## config.mk

```make
export PLATFORM = sky130hd
export DESIGN_NAME = alu_result_queue_flat
export DESIGN_NICKNAME = d
export VERILOG_FILES = /design/src/rtl/alu_result_queue_if.sv /design/src/rtl/alu_result_queue.sv /design/src/flat_wrapper.sv
export SDC_FILE = /design/constraint.sdc
export NUM_CORES = 1
export LEC_CHECK = 0
export BUFFER_PORTS_ARGS = -buffer_cell sky130_fd_sc_hd__buf_2
export CAP_MARGIN = 20
export CORE_ASPECT_RATIO = 1.5
export CORE_MARGIN = 1.5
export CORE_UTILIZATION = 43
export CTS_BUF_LIST = sky130_fd_sc_hd__clkbuf_4 sky130_fd_sc_hd__clkbuf_8
export CTS_CLUSTER_SIZE = 8
export DETAILED_ROUTE_END_ITERATION = 12
export PLACE_DENSITY = 0.73
export SETUP_SLACK_MARGIN = 0.02
export SYNTH_ARGS = -nofsm -noshare
export SYNTH_HDL_FRONTEND = slang
export SYNTH_SLANG_ARGS = --single-unit
export TNS_END_PERCENT = 30
```

## constraint.sdc

```tcl
create_clock -name clk -period 2.23 [get_ports clk]
set_clock_uncertainty 0.1 [all_clocks]
set_input_delay 0.3345 -clock clk [delete_from_list [all_inputs] [get_ports clk]]
set_output_delay 0.3345 -clock clk [all_outputs]
set_load 0.02 [all_outputs]
```

## src/rtl/alu_result_queue_if.sv

```systemverilog
// Handshake bundle between the ALU producer, the result queue and the
// write-back/display consumer. The queue takes the slave view; the block
// that feeds results and accepts them takes the master view.
interface alu_result_queue_if #(
  parameter int WIDTH = 20,
  parameter int PTR_W = 2
);
  logic             inValid;
  logic [WIDTH-1:0] inResult;
  logic [1:0]       inSelect;
  logic             inReady;
  logic             outValid;
  logic             outReady;
  logic [WIDTH-1:0] outResult;
  logic [1:0]       outSelect;
  logic             outZero;
  logic             outNegative;
  logic [PTR_W:0]   count;

  modport master (
    output inValid, inResult, inSelect, outReady,
    input  inReady, outValid, outResult, outSelect, outZero, outNegative, count
  );

  modport slave (
    input  inValid, inResult, inSelect, outReady,
    output inReady, outValid, outResult, outSelect, outZero, outNegative, count
  );
endinterface

```

## src/rtl/alu_result_queue.sv

```systemverilog
// Circular FIFO that buffers 20-bit ALU results with their aluSelect code
// and presents them to a consumer over valid/ready. Zero/negative flags
// are derived from the head entry, not stored.
// Optional macro ALU_RESULT_BYPASS_EN: when the queue is empty, an incoming
// result is forwarded combinationally and, if taken that cycle, never stored.
module alu_result_queue #(
  parameter int WIDTH = 20,
  parameter int DEPTH = 4,
  parameter int PTR_W = 2
) (
  input  logic             clk,
  input  logic             reset,
  alu_result_queue_if.slave q
);

  typedef struct packed {
    logic [1:0]       sel;
    logic [WIDTH-1:0] result;
  } entry_t;

  localparam logic [PTR_W:0] FULL_CNT = (PTR_W+1)'(DEPTH);

  entry_t         mem_q [DEPTH];
  logic [PTR_W-1:0] wr_ptr_q, wr_ptr_d;
  logic [PTR_W-1:0] rd_ptr_q, rd_ptr_d;
  logic [PTR_W:0]   count_q, count_d;

  logic   full, empty;
  logic   push_fire, pop_fire;
  logic   bypass_take;
  entry_t in_entry, head, out_entry;

  assign full     = (count_q == FULL_CNT);
  assign empty    = (count_q == '0);
  assign in_entry = '{sel: q.inSelect, result: q.inResult};
  assign head     = mem_q[rd_ptr_q];

`ifdef ALU_RESULT_BYPASS_EN
  // Empty queue forwards the producer straight to the consumer.
  assign bypass_take = empty && q.inValid && q.outReady;
  assign out_entry   = (empty && q.inValid) ? in_entry : head;
  assign q.outValid  = !empty || q.inValid;
`else
  assign bypass_take = 1'b0;
  assign out_entry   = head;
  assign q.outValid  = !empty;
`endif

  // A transaction completed through the bypass must not also be stored.
  assign push_fire = q.inValid && !full && !bypass_take;
  assign pop_fire  = !empty && q.outReady;

  assign q.inReady     = !full;
  assign q.outResult   = out_entry.result;
  assign q.outSelect   = out_entry.sel;
  assign q.outZero     = (out_entry.result == '0);
  assign q.outNegative = out_entry.result[WIDTH-1];
  assign q.count       = count_q;

  // Next-state for pointers and occupancy.
  always_comb begin
    // NOTE: every output gets a default first so no path leaves it unassigned (no latch).
    wr_ptr_d = wr_ptr_q;
    rd_ptr_d = rd_ptr_q;
    count_d  = count_q;
    if (push_fire) wr_ptr_d = wr_ptr_q + 1'b1;
    if (pop_fire)  rd_ptr_d = rd_ptr_q + 1'b1;
    case ({push_fire, pop_fire})
      2'b10:   count_d = count_q + 1'b1;
      2'b01:   count_d = count_q - 1'b1;
      default: count_d = count_q;
    endcase
  end

  // Pointer and occupancy registers; reset may land mid-operation.
  always_ff @(posedge clk or posedge reset) begin
    if (reset) begin
      // NOTE: non-blocking assignments so all registers update from pre-edge values.
      wr_ptr_q <= '0;
      rd_ptr_q <= '0;
      count_q  <= '0;
    end else begin
      wr_ptr_q <= wr_ptr_d;
      rd_ptr_q <= rd_ptr_d;
      count_q  <= count_d;
    end
  end

  // Entry storage, written at the write pointer on a push.
  always_ff @(posedge clk) begin
    // NOTE: storage is deliberately not reset; occupancy alone defines which entries are live.
    if (push_fire) mem_q[wr_ptr_q] <= in_entry;
  end

endmodule

```

## src/flat_wrapper.sv

```systemverilog
// flat-port wrapper written by rule: the top's interface ports become plain ports
module alu_result_queue_flat 
#(
  parameter int WIDTH = 20,
  parameter int DEPTH = 4,
  parameter int PTR_W = 2
)
  (clk, reset, q_inValid, q_inResult, q_inSelect, q_outReady, q_inReady, q_outValid, q_outResult, q_outSelect, q_outZero, q_outNegative, q_count);
  alu_result_queue_if #(.WIDTH(WIDTH), .PTR_W(PTR_W)) q_i ();
  input  logic clk;
  input  logic reset;
  input wire logic [$bits(q_i.inValid)-1:0] q_inValid;
  input wire logic [$bits(q_i.inResult)-1:0] q_inResult;
  input wire logic [$bits(q_i.inSelect)-1:0] q_inSelect;
  input wire logic [$bits(q_i.outReady)-1:0] q_outReady;
  output wire logic [$bits(q_i.inReady)-1:0] q_inReady;
  output wire logic [$bits(q_i.outValid)-1:0] q_outValid;
  output wire logic [$bits(q_i.outResult)-1:0] q_outResult;
  output wire logic [$bits(q_i.outSelect)-1:0] q_outSelect;
  output wire logic [$bits(q_i.outZero)-1:0] q_outZero;
  output wire logic [$bits(q_i.outNegative)-1:0] q_outNegative;
  output wire logic [$bits(q_i.count)-1:0] q_count;
  assign q_i.inValid = q_inValid;
  assign q_i.inResult = q_inResult;
  assign q_i.inSelect = q_inSelect;
  assign q_i.outReady = q_outReady;
  assign q_inReady = q_i.inReady;
  assign q_outValid = q_i.outValid;
  assign q_outResult = q_i.outResult;
  assign q_outSelect = q_i.outSelect;
  assign q_outZero = q_i.outZero;
  assign q_outNegative = q_i.outNegative;
  assign q_count = q_i.count;
  alu_result_queue #(.WIDTH(WIDTH), .DEPTH(DEPTH), .PTR_W(PTR_W)) u_core (.clk(clk), .reset(reset), .q(q_i));
endmodule
```

After elaboration in Yosys (flattened, before gate mapping). Memory sizes are Yosys's and may differ from the RTL's. Cells that the tools add are included.

Add/subtract/negate cells: 4. Multiplexer cells: 3. Reduce and logical (&&, ||, !) cells: 7. Equality and inequality tests: 3.

Operators by type and width (number): logical NOT 20 bit (1); case mux 3 bit (2 select lines) (1); adder 2 x 1 -> 2 bit (second input constant) (2); adder 3 x 1 -> 3 bit (second input constant) (1); == test 3 bit (second input constant) (1); logical NOT 3 bit (1); subtractor 3 x 1 -> 3 bit (second input constant) (1); == test 2 x 1 -> 1 bit (second input constant) (1); == test 2 bit (second input constant) (1); logical AND 1 bit (2); logical NOT 1 bit (2); two-way mux 1 bit (2); nonzero test 2 bit (1).

Output and inout bits: 29. Bits in writable memories: 88. Memories: 1. Flip-flop bits (word level): 7.

Memory list: u_core.mem_q (depth 4, width 22, rd ports 1, clocked after memory_dff 0, write ports 1, line alu_result_queue.sv:23) `entry_t mem_q [DEPTH];`.

Logic depth before layout (Yosys ltp). Gate-level depths: netlist of run 1.

Depth after elaboration: 5. Depth in mapped cells: 10. Gate-level depth less buffers: 10.

Worst setup path after synthesis of run 1. Ideal clock, no wire load.

Path type: reg-to-reg. From: reg u_core.count_q[0], in the netlist u_core.q.count[0]. To: reg u_core.count_q[2], in the netlist u_core.q.count[2]. Required time: 2.050 ns. Arrival time: 2.130 ns. Setup slack: -0.080 ns. Stages on the path, launching flop included: 11. Library setup time: 0.080 ns. Clock period less this slack: 2.310 ns. Cells stage by stage: dfrtp_1 > inv_1 > nand3_1 > and2_1 > inv_1 > ha_1 > inv_1 > fa_1 > xor2_1 > nor2_1 > xor2_1.

Cells in the longest elaborated chain, start to end: 5. Elaborated cells between the ends (all ways): 12. Classes of those cells: add/sub (2); eq/ne (3); mux (1); reduce/logical (6).

Ends and longest elaborated chain: start: declaration (line alu_result_queue.sv:26) `logic [PTR_W:0] count_q, count_d;`; start signal: assignment (line alu_result_queue.sv:85) `count_q <= count_d;`; == test 3 bit (*) (line alu_result_queue.sv:33) `assign full = (count_q == FULL_CNT);`; logical NOT 1 bit (*); net q_inReady (line flat_wrapper.sv:16) `output wire logic [$bits(q_i.inReady)-1:0] q_inReady;`; logical AND 1 bit (*) (line alu_result_queue.sv:50) `assign push_fire = q.inValid && !full && !bypass_take;`; == test 2 x 1 -> 1 bit / == test 2 bit (equally long branches) (line alu_result_queue.sv:68) `case ({push_fire, pop_fire})`; case mux 3 bit (2 select lines) / nonzero test 2 bit (equally long branches).

Mark *: on every way through the listed nets, which the timed path passes. The rest lies on a longest branch. A chain may end at the register's enable or synchronous reset.

Final worst setup path of run 1.
From: reg u_core.rd_ptr_q[0]. To: out q_outZero.

Cells in the longest elaborated chain, start to end: 2.

Ends and longest elaborated chain: start: declaration (line alu_result_queue.sv:25) `logic [PTR_W-1:0] rd_ptr_q, rd_ptr_d;`; start signal: assignment (line alu_result_queue.sv:84) `rd_ptr_q <= rd_ptr_d;`; memory read (4 x 22 bit); logical NOT 20 bit (line alu_result_queue.sv:56) `assign q.outZero = (out_entry.result == '0);`; end: declaration (line flat_wrapper.sv:20) `output wire logic [$bits(q_i.outZero)-1:0] q_outZero;`.

Every way passes these cells.

==> results.cfg, run 1 <==
[outcome]
outcome = finished, violations left
violations = negative setup slack

[placed_design]
pre_cts_slack_ps = -150
dp_cells = 348
post-dp-hpwl_um = 4440
io_buffers = 54
routabilityCongestion = 0.800

[setup_path]
critPathLaunch = u_core.rd_ptr_q[0]$_DFFE_PP0P_
critPathMaxStageDelay_ps = 540
regToRegStartpoint = u_core.q.count[0]$_DFFE_PP0P_
worst_path_most_repeated_cell = buf_6
required_ps = 1800
critPathMaxFanout = 4
endpoint_kind = output pin
cp_slowest_cell = mux4_2
critPathArrivalTime_ps = 2220
worstPathCellList = buf_6 > buf_6 > mux4_2 > nor4_4 > nand3_2 > nor2_1 > buf_4
critPathLaunchType = flop
path_class = reg2out
r2r_cells = 10

[drt]
vias_per_cell = 5.00
via_count = 1846
ant_nets = 0
wl_um = 6560
drc = 0
wl_per_cell_um = 17.8
drt_iter0_markers = 83
drtPass1Iterations = 4

[timing]
setup_slack_ps = -424
max-slew-margin-rel = 0.727
final-setup-viol-count = 6
whs_ps = 94.3
fin_crit_sh = 1.19
rsz0062_at_grt = yes
worst_pin_slew_ps = 409
period_needed_ps = 2650
fmax_mhz = 377
slew_violations = 0
hold_viol = 0

[global_route]
use_met3 = 0.0523
antenna_found_initial = 0
track_usage = 0.155
top_usage_layer = met2
use_met1 = 0.187
grt-ovfl-total = 0
grt_pass1_vias = 1935
use_met2 = 0.263
grt_first_pass_wirelength_um = 10100
grt_max_degree = 23

[die]
coreArea_mm2 = 0.00836
fp.dieH_um = 116
die_area_mm2 = 0.00910
ios = 55
rows = 41
initial_core_util = 0.439
die_w_um = 78.4

[cts]
root_buffer = clkbuf_8
numCtsBuffers = 9
cts.sinks = 95
cts_tree = yes
clock_path_buffers = 2
htreeDepth = 3
clkLatencyLatePin_ps = 350
clk_pin_slew_ps = 90

[power_and_ir_drop]
swShare = 0.324
power.internal_uw = 4660
peakVddDrop_uv = 813
p_comb_frac = 0.483
pwr_density_cell_mw_per_mm2 = 1440
p_leak_uw = 0.00175
pwr-share-clk = 0.153
p_seq_frac = 0.364
p_switching_uw = 2240

[layout]
final_nets = 289
final_cell_mix = edfxtp_1 (88), buf_6 (39), buf_2 (33)
final_cells = 369
drive_above_1_share = 0.519
final_common_cell = edfxtp_1
n_antenna_cell = 0
n_fill_cell = 628
area_growth_pct = 30.3
utilization = 0.571

[worst_hold_path]
min_path_type = in2reg
hp-start = q_inSelect[0]
whs_path_depth = 1

[synthesis]
syn_inst = 162
synth_fp_nets = 194
netlist_top_cells_area = edfxtp_1 (72%), mux4_2 (12%), dfrtp_1 (4.8%)
synth_area_mm2 = 0.00367
synth_top_cell_area_share = 0.721
post-synth-top-area-cell = edfxtp_1
ys_seq_elements = 95
yosysSeqAreaShare = 0.768
syn_avg_cell_area_um2 = 22.6
yosys_warnings = 0
synth.distinct_cells = 23

[run]
max_cap_violations = 0
-- power by group through the flow --
stage	registers [µW]	clock network [µW]	logic, µW
after detailed placement	2540	0	2660
final	2510	1050	3330
after global placement	2530	0	2580
after CTS	2510	1090	3030
after global routing	2540	1170	3540
after floorplan	2540	0	1550
-- synth_stat cells, drive strengths merged --
library cell	instances
mux2	1
and2	2
mux4	22
nand3	2
edfxtp	88
buf	6
nor2	2
ha	5
or3	1
inv	7
dfrtp	7
and3	4
fa	1
mux2i	1
nor4	5
nand2	2
xnor2	3
xor2	3
-- metrics by stage --
stage | setup TNS (ps) | total power [µW] | area [µm²]
final | -607 | 6900 | 4780
after global routing | -1460 | 7250 | 4780
after global placement | -144 | 5110 | 4270
after floorplan | -59.1 | 4090 | 3670
after detailed placement | -150 | 5200 | 4300
after CTS | -1480 | 6630 | 4640
-- state kept, by name, indices dropped and copies added, names as in the netlist --
name	count
u_core.wr_ptr_q	2
u_core.rd_ptr_q	2
u_core.mem_q	88
u_core.q.count	3
-- timing repair --
item	CTS	global route
endpoints found under the hold margin	7	0
resized for setup	40	36
pin swaps	3	1
gates cloned	0	0
buffers inserted	1	3
hold buffers	1	0
endpoints found under the setup margin	21	24
-- path summary, 6_finish.rpt --
path / end / slack, ps
max: q_outZero / -420
min: u_core.mem_q[3][20]$_DFFE_PP_ / 90
max reg2reg: u_core.q.count[2]$_DFFE_PP0P_ / 120
min reg2reg: u_core.q.count[0]$_DFFE_PP0P_ / 440
max in group asynchronous: u_core.rd_ptr_q[0]$_DFFE_PP0P_ / 1420
min in group asynchronous: u_core.q.count[2]$_DFFE_PP0P_ / 350
-- worst max-delay path, delay by kind of cell, from the launching register on --
| kind | cells | cell delay (ps) |
|---|---|---|
| multiplexers | 1 | 540 |
| AND/OR/NAND/NOR | 3 | 540 |
| flip-flops | 1 | 420 |
| buffers and inverters | 3 | 380 |
-- kinds of logic (layout without fill, tap and decap cells) --
group         count (synthesis)  in the layout  share of synthesized area
flops                        95             95                      0.768
mux                          24             24                      0.143
simple gates                 18             18                     0.0290
buf+inv                      13            113                     0.0229
fa+ha+maj                     6              6                     0.0225
xor+xnor                      6              6                     0.0143
-- final cells by class --
| type | count | area, µm² | area share |
|---|---|---|---|
| repair buffers | 90 | 800 | 0.167 |
| inverters | 7 | 26.3 | 0.00550 |
| clock inverters | 6 | 52.6 | 0.0110 |
| multi-input cells | 54 | 816 | 0.171 |
| flip-flops and latches | 95 | 2820 | 0.590 |
| well taps | 107 | 134 | 0.0280 |
| clock buffers | 10 | 131 | 0.0275 |
-- routing by layer --
layer | vias up | routed length [µm] | part of all wire
li1 | 850 | - | -
met1 | 943 | 2770 | 0.42
met2 | 45 | 3430 | 0.52
met3 | 8 | 279 | 0.043
met4 | 0 | 87 | 0.013
met5 | - | 0 | 0
(Power assumes the default switching activity.)
==> inputs of run 2 (changes only) <==
CORE_UTILIZATION = 55   (was 43)
PLACE_DENSITY = 0.87   (was 0.73)
==> run 2 against run 1 <==
  * The flow still finishes with violations (negative setup slack)
  * Worst setup slack got worse by 50 ps
  * Largest cell class unchanged
  * Clock-buffer cell count rose by 3
  * Critical path depth stayed put
  * Critical endpoint unchanged
==> results.cfg, run 2 (synthesis gave the netlist of run 1 again) <==
[layout]
top_register = u_core.mem_q
final_cell_mix = edfxtp_1 (88), buf_2 (48), mux4_2 (22)
utilization = 0.699
area_growth_pct = 23.7
drive_above_1_share = 0.506
final_cells = 325
design_area_mm2 = 0.00454
final_common_cell = edfxtp_1
final_nets = 276
n_antenna_cell = 0
largest_register_ffs = 88

[drt]
wl_met3_um = 382
vias_per_cell = 5.70
via_count = 1854
wl_per_cell_um = 21.1
drc = 0
drt_iter0_markers = 153
ant_nets = 0
drtPass1Iterations = 4
routed.top_layer = met4
wl_um = 6860
wl_met2_um = 3840
met1_length_um = 2490

[setup_path]
cp_slowest_cell = mux4_2
endpoint_kind = output pin
critPathArrivalTime_ps = 2270
critical_path_buf_inv_count = 3
regToRegStartpoint = u_core.q.count[0]$_DFFE_PP0P_
r2r_cells = 8
ff2ff_setup_slack_ps = 130
cpLargestDelayFamily = multiplexers
critPathLaunchType = flop
r2r-end = u_core.q.count[2]$_DFFE_PP0P_
required_ps = 1800
critPathMaxStageDelay_ps = 570
path_class = reg2out
critPathMaxFanout = 5
worstPathCellList = buf_12 > mux4_2 > nor4_4 > buf_4 > nand3_4 > nor2_4 > buf_6

[timing]
max-slew-margin-rel = 0.707
fin_crit_sh = 1.21
slew_violations = 0
fmax_mhz = 370
rsz0062_at_grt = yes
worst_pin_slew_ps = 440
setup_slack_ps = -475
final-setup-viol-count = 9
hold_viol = 0
period_needed_ps = 2700
setup_tns_ps = -1040

[placed_design]
post-dp-hpwl_um = 4350
io_buffers = 54
place_area_mm2 = 0.00415
routabilityCongestion = 0.720
dp_cells = 305

[global_route]
track_usage = 0.205
grt-ovfl-total = 0
grt_pass1_vias = 1951
grt_first_pass_wirelength_um = 10400
antenna_found_initial = 0
grt_max_degree = 23

[cts]
cts_tree = yes
clock_path_buffers = 2
root_buffer = clkbuf_8
clkLatencyLatePin_ps = 360
htreeDepth = 3
clk_pin_slew_ps = 80
numCtsBuffers = 9
cts.sinks = 95

[die]
coreArea_mm2 = 0.00649
fp.dieH_um = 103
rows = 36
die_area_mm2 = 0.00718
initial_core_util = 0.565
ios = 55
die_w_um = 69.7

[power_and_ir_drop]
p_comb_frac = 0.416
swShare = 0.331
pwr-share-clk = 0.192
p_switching_uw = 2140
pwr_density_cell_mw_per_mm2 = 1430
p_seq_frac = 0.392
p_leak_uw = 0.00166
peakVddDrop_uv = 936
power.internal_uw = 4330

[worst_hold_path]
whs_path_depth = 1
min_path_type = in2reg
hp-start = q_inResult[6]
whs_endpoint = u_core.mem_q[0][6]$_DFFE_PP_

[outcome]
violations = negative setup slack
outcome = finished, violations left

[run]
max_cap_violations = 0
==> run 2: cell types whose count changed in the layout (fill, tap and decap cells not counted), moves of 2 or more <==
cell and change:
buf_2 +15, buf_4 +2, buf_6 -30, clkbuf_8 +2, clkinv_1 -2, clkinv_2 -2, nand3_2 -2, nand3_4 +2
==> run 2: area by class of cell <==
| cell class | count | area [µm²] |
|---|---|---|
| clock buffer | 13 | 166 |
| clock inverter | 3 | 65.1 |
| fill | 399 | 1950 |
| inverter | 7 | 26.3 |
| multi-input combinational | 54 | 825 |
| sequential | 95 | 2820 |
| tap | 76 | 95.1 |
| timing repair buffer | 77 | 539 |
==> run 2: through the flow <==
| stage | hold slack, ps | total power, µW | setup WS [ps] |
|---|---|---|---|
| finish | 78.2 | 6470 | -475 |
| detailed placement | 189 | 4930 | -312 |
| global placement | 183 | 4850 | -249 |
| global route | 73.6 | 6780 | -599 |
| floorplan | 37.9 | 4090 | -59.1 |
| CTS | 72.3 | 6430 | -516 |
==> run 2: routing by layer <==
metal / up-vias / GRT usage
met5: - / 0
met2: 74 / 0.364
met1: 945 / 0.242
li1: 821 / -
met4: 0 / 0.0710
met3: 14 / 0.0587
==> run 2: worst max-delay path by stage <==
stage	start	to	slack, ps	cells after the start
final	u_core.rd_ptr_q[0]$_DFFE_PP0P_	q_outZero	-470	7
after detailed placement	u_core.rd_ptr_q[0]$_DFFE_PP0P_	q_outZero	-310	7
after global placement	u_core.rd_ptr_q[0]$_DFFE_PP0P_	q_outZero	-250	7
after floorplan	u_core.rd_ptr_q[0]$_DFFE_PP0P_	q_outZero	-60	6
after CTS	u_core.rd_ptr_q[0]$_DFFE_PP0P_	q_outZero	-520	7
after global routing	u_core.rd_ptr_q[0]$_DFFE_PP0P_	q_outZero	-600	6
==> run 2: worst register-to-register path: stages (launching register included) <==
cell	delay (ps)
dfrtp_1	430
or3_1	390
and2_2	240
ha_1	230
inv_1	80
fa_1	170
xor2_1	140
nor2_1	70
xor2_1	140
==> run 2: timing repair <==
| action | in CTS | in global routing |
|---|---|---|
| gates cloned | 1 | 0 |
| endpoints found under the hold margin | 7 | 0 |
| pin swaps | 2 | 5 |
| setup buffers | 2 | 1 |
| hold buffers | 1 | 0 |
| setup endpoints to repair | 19 | 24 |
| resized for setup | 19 | 15 |
==> run 2: power groups by stage <==
stage | clock (µW) | combinational [µW] | sequential [µW]
3_5_place_dp | 0 | 2380 | 2550
6_report | 1250 | 2690 | 2540
4_1_cts | 1260 | 2650 | 2520
2_1_floorplan | 0 | 1550 | 2540
5_1_grt | 1340 | 2870 | 2570
3_3_place_gp | 0 | 2330 | 2520
==> inputs of run 3 (changes only) <==
SETUP_SLACK_MARGIN = unset   (was 0.02)
==> run 3 against run 2 <==
  * The flow still finishes with violations (negative setup slack)
  * Worst setup slack worse by 1.1 ps
  * Highest routed layer unchanged
  * Clock-buffer cell count unchanged
  * Clock power barely moved
  * Design area increased by 2.4%
  * First-iteration DRC count is 10% lower
  * Critical path depth down 1
  * Wire length down 2.2%
  * Largest cell class unchanged
  * Power increased by 3.9%
  * Critical path type unchanged
  * Sequential power about the same
  * Global-route usage is 0.74 points lower
  * Final cell count grew 1.2%
==> results.cfg, run 3 (synthesis gave the netlist of run 1 again) <==
[outcome]
outcome = finished, violations left
violations = negative setup slack

[setup_path]
ff2ff_setup_slack_ps = 140
r2r_cells = 8
critPathArrivalTime_ps = 2270
endpoint_kind = output pin
critPathLaunchType = flop
path_class = reg2out
required_ps = 1800
critPathMaxFanout = 5

[cts]
cts.sinks = 95
clk_pin_slew_ps = 80
clkLatencyLatePin_ps = 360
cts_tree = yes
htreeDepth = 3
clock_path_buffers = 2
numCtsBuffers = 9
root_buffer = clkbuf_8

[timing]
rsz0062_at_grt = yes
hold_viol = 0
slew_violations = 0
whs_ps = 86.7
worst_pin_slew_ps = 455
max-slew-margin-rel = 0.697
period_needed_ps = 2710
fmax_mhz = 370
setup_slack_ps = -476
final-setup-viol-count = 10
fin_crit_sh = 1.21

[global_route]
grt-ovfl-total = 0
grt_max_degree = 23
antenna_found_initial = 0
grt_first_pass_wirelength_um = 10100
grt_pass1_vias = 1967
track_usage = 0.197

[placed_design]
io_buffers = 54
post-dp-hpwl_um = 4350
dp_cells = 305
routabilityCongestion = 0.720

[die]
ios = 55
rows = 36
initial_core_util = 0.565
die_w_um = 69.7
die_area_mm2 = 0.00718
fp.dieH_um = 103
coreArea_mm2 = 0.00649

[layout]
final_cells = 329
drive_above_1_share = 0.514
top_register = u_core.mem_q
final_cell_mix = edfxtp_1 (88), buf_2 (41), buf_6 (23)
final_nets = 280
n_fill_cell = 374
n_antenna_cell = 0
final_common_cell = edfxtp_1
largest_register_ffs = 88
area_growth_pct = 26.7

[power_and_ir_drop]
total_power_uw = 6720
p_leak_uw = 0.00170
pwr_density_cell_mw_per_mm2 = 1450
peakVddDrop_uv = 1040

[drt]
via_count = 1865
drc = 0
wl_um = 6710
drt_iter0_markers = 137
ant_nets = 0
vias_per_cell = 5.67
drtPass1Iterations = 4
wl_per_cell_um = 20.4

[run]
max_cap_violations = 0

[worst_hold_path]
whs_path_depth = 1
min_path_type = in2reg
run 3: cell types whose count changed in the layout (fill, tap and decap cells not counted), sizes merged:
cell	change
buf	+4
run 3: layout make-up:
cell class              count  area, µm²  area share
repair buffers             81        644       0.139
inverters                   7       26.3     0.00566
multi-input cells          54        830       0.179
clock inverters             3       65.1      0.0140
clock buffers              13        166      0.0358
well taps                  76       95.1      0.0205
flip-flops and latches     95       2820       0.607
run 3: path summary, 6_finish.rpt:
kind,to,startpoint
setup reg to reg,u_core.q.count[2]$_DFFE_PP0P_,u_core.q.count[0]$_DFFE_PP0P_
hold / removal,u_core.mem_q[0][6]$_DFFE_PP_,q_inResult[6]
setup / recovery,q_outZero,u_core.rd_ptr_q[0]$_DFFE_PP0P_
hold reg to reg,u_core.wr_ptr_q[1]$_DFFE_PP0P_,u_core.wr_ptr_q[1]$_DFFE_PP0P_
max in group asynchronous,u_core.rd_ptr_q[0]$_DFFE_PP0P_,reset
min in group asynchronous,u_core.q.count[2]$_DFFE_PP0P_,reset
run 3: power breakdown:
group	internal, µW	switching, µW	leakage, µW
sequential	2380	161	0.000887
combinational	1440	1500	0.000694
clock	716	526	0.000120
run 3: layer usage:
layer	routed length, µm	part of all wire	vias up	global-route usage
met1	2540	0.38	954	0.235
li1	-	-	831	-
met2	3720	0.55	65	0.332
met3	328	0.049	15	0.0645
met5	0	0	-	0
met4	125	0.019	0	0.0902
run 3: timing repair:
| action | in CTS | in global routing |
|---|---|---|
| hold buffers | 1 | 0 |
| buffers inserted | 2 | 6 |
| pin swaps | 2 | 2 |
| setup endpoints to repair | 18 | 24 |
| resized for setup | 22 | 34 |
| gates cloned | 1 | 0 |
| endpoints found under the hold margin | 7 | 0 |
run 3: through the flow:
step | setup slack [ps] | setup TNS (ps) | util | cell area, µm²
global route | -582 | -1920 | 0.716 | 4650
CTS | -492 | -996 | 0.694 | 4500
finish | -476 | -951 | 0.716 | 4650
detailed placement | -312 | -312 | 0.639 | 4150
global placement | -249 | -249 | 0.639 | 4150
floorplan | -59.1 | -59.1 | - | 3670
run 3: worst max-delay path, cell delays in order, from the launching register on:
cell and delay (ps):
dfrtp_2 460, buf_12 150, mux4_2 560, nor4_4 390
nand3_4 120, nor2_4 120, buf_6 110
